## src/rtl/biriscv_multiplier_iterative.sv

```systemverilog
// Iterative RV32M multiplier (MUL/MULH/MULHSU/MULHU) built around one SLICE_W x SLICE_W
// unsigned multiplier that is reused over NSLICE^2 cycles, then sign-corrected.
module biriscv_multiplier_iterative #(
  parameter int SLICE_W = 16
) (
  input  logic        clk_i,
  input  logic        rst_ni,
  input  logic        opcode_valid_i,
  input  logic [31:0] opcode_opcode_i,
  input  logic [4:0]  opcode_rd_idx_i,
  input  logic [31:0] opcode_ra_operand_i,
  input  logic [31:0] opcode_rb_operand_i,
  input  logic        flush_i,
  output logic        opcode_ready_o,
  output logic        busy_o,
  output logic        writeback_valid_o,
  output logic [31:0] writeback_value_o,
  output logic [4:0]  writeback_rd_idx_o
);

  localparam int NSLICE = 32 / SLICE_W;
  localparam int IDXW   = (NSLICE > 1) ? $clog2(NSLICE) : 1;
  localparam logic [IDXW-1:0] LAST_IDX = IDXW'(NSLICE - 1);

  generate
    if (!(SLICE_W == 8 || SLICE_W == 16 || SLICE_W == 32)) begin : g_badSliceW
      $error("biriscv_multiplier_iterative: SLICE_W must be 8, 16 or 32");
    end
  endgenerate

  typedef enum logic [1:0] {
    ST_IDLE,
    ST_CALC,
    ST_DONE
  } state_t;

  state_t r_state;
  state_t w_stateNext;

  logic [31:0]     r_aMag;
  logic [31:0]     r_bMag;
  logic            r_neg;
  logic            r_selHi;
  logic [4:0]      r_rd;
  logic [63:0]     r_acc;
  logic [IDXW-1:0] r_i;
  logic [IDXW-1:0] r_j;

  logic [2:0]  w_funct3;
  logic        w_isMul;
  logic        w_accept;
  logic        w_aSigned;
  logic        w_bSigned;
  logic        w_aNeg;
  logic        w_bNeg;
  logic [31:0] w_aMag;
  logic [31:0] w_bMag;
  logic        w_lastStep;

  assign w_funct3  = opcode_opcode_i[14:12];
  assign w_isMul   = (opcode_opcode_i[6:0] == 7'b0110011) &&
                     (opcode_opcode_i[31:25] == 7'b0000001) &&
                     !opcode_opcode_i[14];
  assign w_accept  = (r_state == ST_IDLE) && opcode_valid_i && w_isMul && !flush_i;

  assign w_aSigned = (w_funct3[1:0] == 2'b01) || (w_funct3[1:0] == 2'b10);
  assign w_bSigned = (w_funct3[1:0] == 2'b01);
  assign w_aNeg    = w_aSigned & opcode_ra_operand_i[31];
  assign w_bNeg    = w_bSigned & opcode_rb_operand_i[31];
  // Two's-complement negation leaves 0x80000000 unchanged, which is its correct magnitude.
  assign w_aMag    = w_aNeg ? (~opcode_ra_operand_i + 32'd1) : opcode_ra_operand_i;
  assign w_bMag    = w_bNeg ? (~opcode_rb_operand_i + 32'd1) : opcode_rb_operand_i;

  assign w_lastStep = (r_i == LAST_IDX) && (r_j == LAST_IDX);

  logic [5:0]           w_aShift;
  logic [5:0]           w_bShift;
  logic [SLICE_W-1:0]   w_aSlice;
  logic [SLICE_W-1:0]   w_bSlice;
  logic [2*SLICE_W-1:0] w_prod;
  logic [6:0]           w_ppShift;
  logic [63:0]          w_pp;
  logic [63:0]          w_result;

  assign w_aShift  = 6'(r_i) * 6'(SLICE_W);
  assign w_bShift  = 6'(r_j) * 6'(SLICE_W);
  assign w_aSlice  = SLICE_W'(r_aMag >> w_aShift);
  assign w_bSlice  = SLICE_W'(r_bMag >> w_bShift);
  assign w_prod    = {{SLICE_W{1'b0}}, w_aSlice} * {{SLICE_W{1'b0}}, w_bSlice};
  assign w_ppShift = (7'(r_i) + 7'(r_j)) * 7'(SLICE_W);
  assign w_pp      = 64'(w_prod) << w_ppShift;
  assign w_result  = r_neg ? (~r_acc + 64'd1) : r_acc;

  always_ff @(posedge clk_i or negedge rst_ni) begin
    if (!rst_ni) begin
      r_state <= ST_IDLE;
    end else begin
      r_state <= w_stateNext;
    end
  end

  always_comb begin
    w_stateNext = r_state;
    case (r_state)
      ST_IDLE: if (w_accept) w_stateNext = ST_CALC;
      ST_CALC: begin
        if (flush_i)         w_stateNext = ST_IDLE;
        else if (w_lastStep) w_stateNext = ST_DONE;
      end
      ST_DONE: w_stateNext = ST_IDLE;
      default: w_stateNext = ST_IDLE;
    endcase
  end

  // Operand capture, partial-product accumulation and the one-cycle writeback.
  always_ff @(posedge clk_i or negedge rst_ni) begin
    if (!rst_ni) begin
      r_aMag             <= '0;
      r_bMag             <= '0;
      r_neg              <= 1'b0;
      r_selHi            <= 1'b0;
      r_rd               <= '0;
      r_acc              <= '0;
      r_i                <= '0;
      r_j                <= '0;
      writeback_valid_o  <= 1'b0;
      writeback_value_o  <= '0;
      writeback_rd_idx_o <= '0;
    end else begin
      writeback_valid_o <= 1'b0;
      if (w_accept) begin
        r_aMag  <= w_aMag;
        r_bMag  <= w_bMag;
        r_neg   <= w_aNeg ^ w_bNeg;
        r_selHi <= (w_funct3[1:0] != 2'b00);
        r_rd    <= opcode_rd_idx_i;
        r_acc   <= '0;
        r_i     <= '0;
        r_j     <= '0;
      end else if (r_state == ST_CALC && !flush_i) begin
        r_acc <= r_acc + w_pp;
        if (r_j == LAST_IDX) begin
          r_j <= '0;
          r_i <= r_i + IDXW'(1);
        end else begin
          r_j <= r_j + IDXW'(1);
        end
      end else if (r_state == ST_DONE && !flush_i) begin
        writeback_valid_o  <= 1'b1;
        writeback_value_o  <= r_selHi ? w_result[63:32] : w_result[31:0];
        writeback_rd_idx_o <= r_rd;
      end
    end
  end

  assign opcode_ready_o = (r_state == ST_IDLE);
  assign busy_o         = (r_state != ST_IDLE);

endmodule

```

## config.mk

```make
export PLATFORM = sky130hd
export DESIGN_NAME = biriscv_multiplier_iterative
export DESIGN_NICKNAME = d
export VERILOG_FILES = /design/src/rtl/biriscv_multiplier_iterative.sv
export SDC_FILE = /design/constraint.sdc
export NUM_CORES = 1
export LEC_CHECK = 0
export ABC_AREA = 1
export BUFFER_PORTS_ARGS = -buffer_cell sky130_fd_sc_hd__clkbuf_2
export CAP_MARGIN = 0
export CORE_AREA = 2 2 224 226
export CTS_BUF_LIST = sky130_fd_sc_hd__clkbuf_8
export DETAILED_ROUTE_END_ITERATION = 10
export DIE_AREA = 0 0 226 228
export PLACE_DENSITY = 0.73
export SLEW_MARGIN = 5
export SYNTH_ARGS = -nofsm -noshare
export SYNTH_HDL_FRONTEND = slang
export SYNTH_SLANG_ARGS = --single-unit
```

## constraint.sdc

```tcl
create_clock -name clk_i -period 6.9 [get_ports clk_i]
set_input_delay 0.345 -clock clk_i [delete_from_list [all_inputs] [get_ports clk_i]]
set_output_delay 0.345 -clock clk_i [all_outputs]
set_load 0.02 [all_outputs]
```

==> metrics.md, run 1 <==
| Metric | Value |
|---|---|
| Fin nets | 4,781 |
| Die Y | 228 um |
| Full die area | just over 50,000 um^2 |
| Status | finished with violations |
| Post-Synth XOR/XNOR Area | under 10% |
| Post-synth EDFFs | 0 |
| Leakage | 17.0 nW |
| Compound-Gate Fraction of Synth Area | about 14% |
| Clock share of power | 39.5% |
| Post-detail-place hpwl | 84,100 um |
| Part of the power in registers | about half |
| Crit share post-route | 115% |
| GP Congestion | 1.06 |
| Die X | 226 um |
| Worst r2r path cells | 36 |
| Total CTS buffers | 17 |
| Cell count after synthesis | 3,658 |
| Switching Power | between 0.0006 and 0.0007 W |
| Highest clock rate | 126 MHz |
| Worst-Margin Slew | 1.18 ns |
| Top FF cell, synth | dfrtp_1 |
| Antenna-violating nets left | 0 |
| Post-Synth Adder-Cell Area | 24.9% |
| Post-synth cell types | roughly 50 |
| Slowest stage delay, CP | 0.59 ns |
| Synth cell count leaders | nand2_1, inv_1, nor2_1, o21ai_0, a21oi_1 |
| Hold path cells | 4 |
| CTS tree | done |
| RSZ-0062 raised after global routing | yes |
| Internal power | 0.00142 W |
| Ys async rst share | 100% |
| Final hold violations | 0 |
| Power share of the combinational group | 9.9% |
| Cell with the most instances after synthesis | nand2_1 |
| Max-cap viol count | 0 |
| Syn. warnings | 0 |
| Vias in the first global route | around 27,000 |
| Initial DRC count | 3,345 |
| Power Dens Cells | 62.5 nW/um^2 |
| Sw frac | between 30% and 40% |
| #FFs+latches synth | 177 |
| Clock Tree Root | clkbuf_8 |
| Worst hold path class | in2reg |
| Final instance area | approximately 33,000 um^2 |
| IO Pins | approximately 150 |
| Area grow syn2layout | 36.7% |
| Syn Area/Cell | 6.67 um^2 |
| Synth area leaders | dfrtp_1, fa_1, nand2_1, inv_1, ha_1 |
| Crit path DAT | 8.42 ns |
| Critical path's most frequent cell | fa_1 |
| Mapped Nets | 4,131 |
| Largest family of logic cells by synthesized area | simple AND/OR/NAND/NOR gates |
| Largest net degree at the start of global routing | 94 |
| CP startpoint kind | flop |
| Final Critical Period | 7.96 ns |
| # DRC | 0 |
| Routed WL | 105,000 um |
| Setup Total Neg Slack | -42.88 ns |
| Register area share after synthesis | 18.2% |
| Endpoints failing setup | 54 |
| Worst Setup Path Type | reg2reg |
| Rows | 82 |
| # port buffers | roughly 130 |
| Placed Area | between 30,000 and 40,000 um^2 |
| Crit path required time | approximately 7.4 ns |
| CTS Sinks | around 180 |
| Core Area | 49,300 um^2 |
| All-layer global routing usage | 40.5% |
| Initial antenna violation count | 3 |
| Worst vdd ir | 0.000188 V |
| Initial Util | 49.4% |
| Post-synth top area cell | dfrtp_1 |
| Clk_lat worst skew | 0.61 ns |
| Via density | 5.64 |
| Simple-Gate Fraction of Synth Area | 28.6% |
| Rel. slew slack | approximately a fifth |
| Via count | 28,200 |
| Worst setup margin | -1.06 ns |
| CP max stage cell | fa_2 |
| Synth Cell Area | between 20,000 and 25,000 um^2 |
| Routed len/inst | between 20 and 25 um |
| Max clock buf depth | 2 |
| Fin. max-slew vios | 0 |
| Crit-path max FO | 6 |
| Global-route wire length before repair | 156,000 um |
| Failing checks | negative setup slack |
| DR pass1 iterations | 6 |
| Clk pin slew, worst setup/hold paths | about 0.11 ns |
| H-tree depth | 4 |
| Top cell type's share of synthesized area | 18.2% |
| Setup crit end kind | flop |
| Final Skew | 0.0204 ns |
| Share of layout cells above drive strength 1 | 30.3% |
| Multiplexer share of the synthesized area | 0.164% |
| Total gr overflow | 0 |
-- layout make-up --
type,count,area (um^2)
well taps,672,841
flip-flops and latches,177,4430
clock buffers,17,234
repair inverters,1,7.51
repair buffers,723,5540
diodes,3,7.51
multi-input cells,2781,19800
fillers,4312,16000
inverters,607,2310
clock inverters,15,176
-- cells by family (layout without fill, tap and decap cells) --
group	after synthesis	count (layout)
buffers and inverters	700	1363
XOR/XNOR	94	94
adder cells (fa/ha/maj)	368	368
flip-flops	177	177
multiplexers	4	4
other	0	3
AO/OA/AOI/OAI	637	637
AND/OR/NAND/NOR	1678	1678
-- power by group through the flow --
stage          clock network [W]  logic (W)  registers [W]
6_report                0.000824   0.000206        0.00106
2_1_floorplan                  0  0.0000776        0.00109
3_3_place_gp                   0   0.000194        0.00107
5_1_grt                 0.000866   0.000226        0.00106
4_1_cts                 0.000830   0.000202        0.00106
3_5_place_dp                   0   0.000197        0.00107
-- layer usage --
| metal | up-vias | track usage [%] | wire, um |
|---|---|---|---|
| met4 | 4 | 12.6 | 3560 |
| met3 | 202 | 13.0 | 13400 |
| met1 | 13500 | 59.0 | 44900 |
| li1 | 13000 | - | - |
| met5 | - | 0 | 27 |
| met2 | 1494 | 56.6 | 43000 |
-- timing repair --
item,in CTS,in global routing
pin swaps,47,135
gates resized for setup,227,386
hold endpoints to repair,98,0
buffers inserted,21,32
gates cloned,1,3
setup endpoints to repair,54,56
hold buffers,7,0
-- critical path: cells and delay by family (launching register included) --
family                   cells  cell delay [ns]
AND/OR/NAND/NOR             12             1.58
XOR/XNOR                     1             0.19
flip-flops                   1             0.48
adder cells (fa/ha/maj)      8             3.79
buffers and inverters        9             1.05
AO/OA/AOI/OAI                6             0.71
-- state kept, by name (all words and copies together) (netlist names) --
register / flops
r_neg: 1
r_acc: 64
r_state: 2
r_bMag: 32
r_rd: 5
r_j: 1
writeback_valid_o: 1
r_i: 1
writeback_value_o: 32
r_aMag: 32
writeback_rd_idx_o: 5
r_selHi: 1
-- layout by cell type, fill, tap and decap left out, types with 23 or more instances in the layout --
| cell type | n |
|---|---|
| nand2_1 | 735 |
| buf_4 | 538 |
| inv_1 | 528 |
| nor2_1 | 403 |
| o21ai_0 | 196 |
| fa_1 | 180 |
| dfrtp_1 | 174 |
| nand3_1 | 157 |
| a21oi_1 | 146 |
| ha_1 | 133 |
| clkbuf_2 | 128 |
| nor2_2 | 77 |
| nand2_2 | 75 |
| o21ai_1 | 70 |
| xor2_1 | 64 |
| inv_2 | 61 |
| a21oi_2 | 51 |
| nand4_1 | 45 |
| o21ai_2 | 39 |
| ha_4 | 34 |
| nor2_4 | 33 |
| nor3_1 | 29 |
| nand3_2 | 26 |
| buf_6 | 24 |
| a31oi_1 | 23 |
-- final timing paths --
kind	start	end	slack, ns
max in group asynchronous	rst_ni	r_i	4.70
min in group asynchronous	rst_ni	writeback_value_o[26]	0.42
worst max register to register	r_i	r_acc[37]	-1.06
worst max-delay path	r_i	r_acc[37]	-1.06
worst min register to register	r_bMag[17]	r_bMag[17]	0.49
worst min-delay path	opcode_rb_operand_i[30]	r_bMag[30]	0.05
-- through the flow --
| stage | hold slack, ns | setup WS (ns) | util [%] | total power, W | cells |
|---|---|---|---|---|---|
| 3_3_place_gp | 0.465 | -1.28 | 61.2 | 0.00127 | 4898 |
| 2_1_floorplan | 0.0494 | -0.194 | - | 0.00116 | 3658 |
| 4_1_cts | 0.0147 | -0.891 | 64.1 | 0.00209 | 4959 |
| 5_1_grt | 0.0686 | -1.30 | 67.6 | 0.00215 | 4994 |
| 6_report | 0.0535 | -1.06 | 67.6 | 0.00208 | 4996 |
| 3_5_place_dp | 0.473 | -1.32 | 61.2 | 0.00127 | 4898 |
Note: power is estimated with default switching activity, not from simulation.
==> inputs of run 2 (changes only) <==
CTS_CLUSTER_DIAMETER = 120   (was default)
clock period = 6.72 ns   (was 6.9 ns; I/O delays follow)
==> metrics.md, run 2 (synthesis gave the netlist of run 1 again) <==
| Metric | Value |
|---|---|
| # DRC | 0 |
| Power Dens Cells | roughly 66 nW/um^2 |
| Final Critical Period | 7.90 ns |
| Setup Total Neg Slack | -51.41 ns |
| All-layer global routing usage | 40.1% |
| Clk pin slew, worst setup/hold paths | ~0.12 ns |
| Initial DRC count | 3,102 |
| Tot Pwr | 0.00216 W |
| Share of layout cells above drive strength 1 | 28.2% |
| Final hold violations | 0 |
| Crit path required time | 7.19 ns |
| Post-detail-place hpwl | 83,500 um |
| CP max stage cell | fa_1 |
| GP Congestion | 1.07 |
| Via density | 5.60 |
| Clock Tree Root | clkbuf_8 |
| Fin nets | 4,749 |
| Full die area | 51,500 um^2 |
| Max-cap viol count | 0 |
| IO Pins | 145 |
| Status | finished with violations |
| Leakage | 16.6 nW |
| Most frequent cells in the layout | nand2_1, inv_1, buf_4 |
| Reg with most FFs | r_acc |
| Slowest stage delay, CP | 0.55 ns |
| Crit-path max FO | 6 |
| Setup crit end kind | flop |
| Largest net degree at the start of global routing | about 100 |
| Initial Util | between 40 and 50% |
| Worst-Margin Slew | 1.19 ns |
| Rel. slew slack | approximately a fifth |
| H-tree depth | 4 |
| Highest clock rate | 127 MHz |
| Largest register FFs | 64 |
| DR pass1 iterations | 6 |
| Global-route wire length before repair | 155,000 um |
| CP bufs+invs | 10 |
| Total gr overflow | 0 |
| Routed WL | 103,000 um |
| Final instance area | about 33,000 um^2 |
| Antenna-violating nets left | 0 |
| RSZ-0062 raised after global routing | yes |
| Family with the most delay on the worst path | adder cells |
| CTS Sinks | between 150 and 200 |
| Critical path's most frequent cell | fa_1 |
| Worst hold path class | in2reg |
| Vias in the first global route | 26,700 |
| Max clock buf depth | 2 |
| Core Area | 49,300 um^2 |
| Worst setup margin | -1.18 ns |
| Clk_lat worst skew | between 0.6 and 0.7 ns |
| CP startpoint kind | flop |
| Crit path DAT | 8.37 ns |
| Hold slack | about 0.034 ns |
| Worst Setup Path Type | reg2reg |
| Endpoints failing setup | 54 |
| Failing checks | negative setup slack |
| Die X | about 230 um |
| Via count | around 28,000 |
| Utilization after layout | 66.2% |
| Routed len/inst | 20.7 um |
| Rows | 82 |
| Final Skew | 0.0235 ns |
| Fill count | 4,468 |
| Fin. max-slew vios | 0 |
| Total CTS buffers | 17 |
| Initial antenna violation count | 1 |
| Worst vdd ir | 0.000153 V |
| Placed Area | 30,100 um^2 |
| Area grow syn2layout | 33.9% |
| Most common cell after layout, fill and taps aside | nand2_1 |
| Crit share post-route | 118% |
| Die Y | 228 um |
| CTS tree | done |
| # port buffers | 129 |
[run 2: cell count changes in the layout (fill, tap and decap cells not counted), moves of 7 or more]
cell | previous run | this run
inv_2 | 61 | 43
fa_2 | 15 | 8
nand3_4 | 8 | 0
nand2_4 | 19 | 11
nand2_1 | 735 | 746
fa_1 | 180 | 187
buf_6 | 24 | 13
buf_4 | 538 | 525
nand3_1 | 157 | 170
inv_1 | 528 | 547
nor2_1 | 403 | 420
nor2_2 | 77 | 62
[run 2: report_power, final]
group          internal, W  switching, W  leakage, nW
Combinational    0.0000740      0.000137         14.4
Sequential         0.00108    0.00000808         2.08
Clock             0.000292      0.000575        0.208
Total              0.00144      0.000720         16.6
[run 2: stage by stage]
stage	std cells	setup WS, ns
2_1_floorplan	3658	-0.374
3_3_place_gp	4884	-1.35
3_5_place_dp	4884	-1.40
5_1_grt	4961	-1.51
4_1_cts	4950	-1.06
6_report	4963	-1.18
[run 2: layout make-up]
type / count / area (um^2) / area share (%)
tap: 672 / 841 / 2.57
timing repair buffer: 692 / 5180 / 15.9
clock inverter: 15 / 201 / 0.617
inverter: 607 / 2330 / 7.12
sequential: 177 / 4430 / 13.6
antenna: 2 / 5.00 / 0.0153
clock buffer: 17 / 234 / 0.716
multi-input combinational: 2781 / 19500 / 59.5
[run 2: worst paths after layout]
kind                       cells past startpoint  slack, ns              startpoint          to
max                                           40      -1.18                     r_i   r_acc[32]
min                                            3       0.03  opcode_rb_operand_i[0]   r_bMag[0]
max reg2reg                                   40      -1.18                     r_i   r_acc[32]
min reg2reg                                    2       0.50              r_bMag[26]  r_bMag[26]
max in group asynchronous                      3       5.03                  rst_ni         r_i
min in group asynchronous                      2       0.45                  rst_ni   r_acc[18]
[run 2: worst reg2reg max path, delay by kind of cell (launching register included)]
kind / cells / cell delay, ns
AOI/OAI and AO/OA: 6 / 0.70
xor gates and xnor gates: 1 / 0.15
adders and majority gates: 8 / 3.73
buffers and inverters: 10 / 1.15
DFF: 1 / 0.49
muxes: 1 / 0.18
and+or+nand+nor: 14 / 1.39
[run 2: routing by layer]
layer | vias to the layer above | wire length [um] | GRT usage, %
met1 | 13300 | 44200 | 57.4
met4 | 2 | 3710 | 12.8
li1 | 12900 | - | -
met3 | 200 | 13000 | 13.4
met2 | 1412 | 41800 | 56.9
met5 | - | 13 | 0
[run 2: what timing repair did]
item	CTS	global route
cloned	1	1
resized for setup	305	196
hold buffers	7	0
endpoints found under the hold margin	107	0
pin swaps	83	70
setup endpoints to repair	56	56
setup buffers	27	10
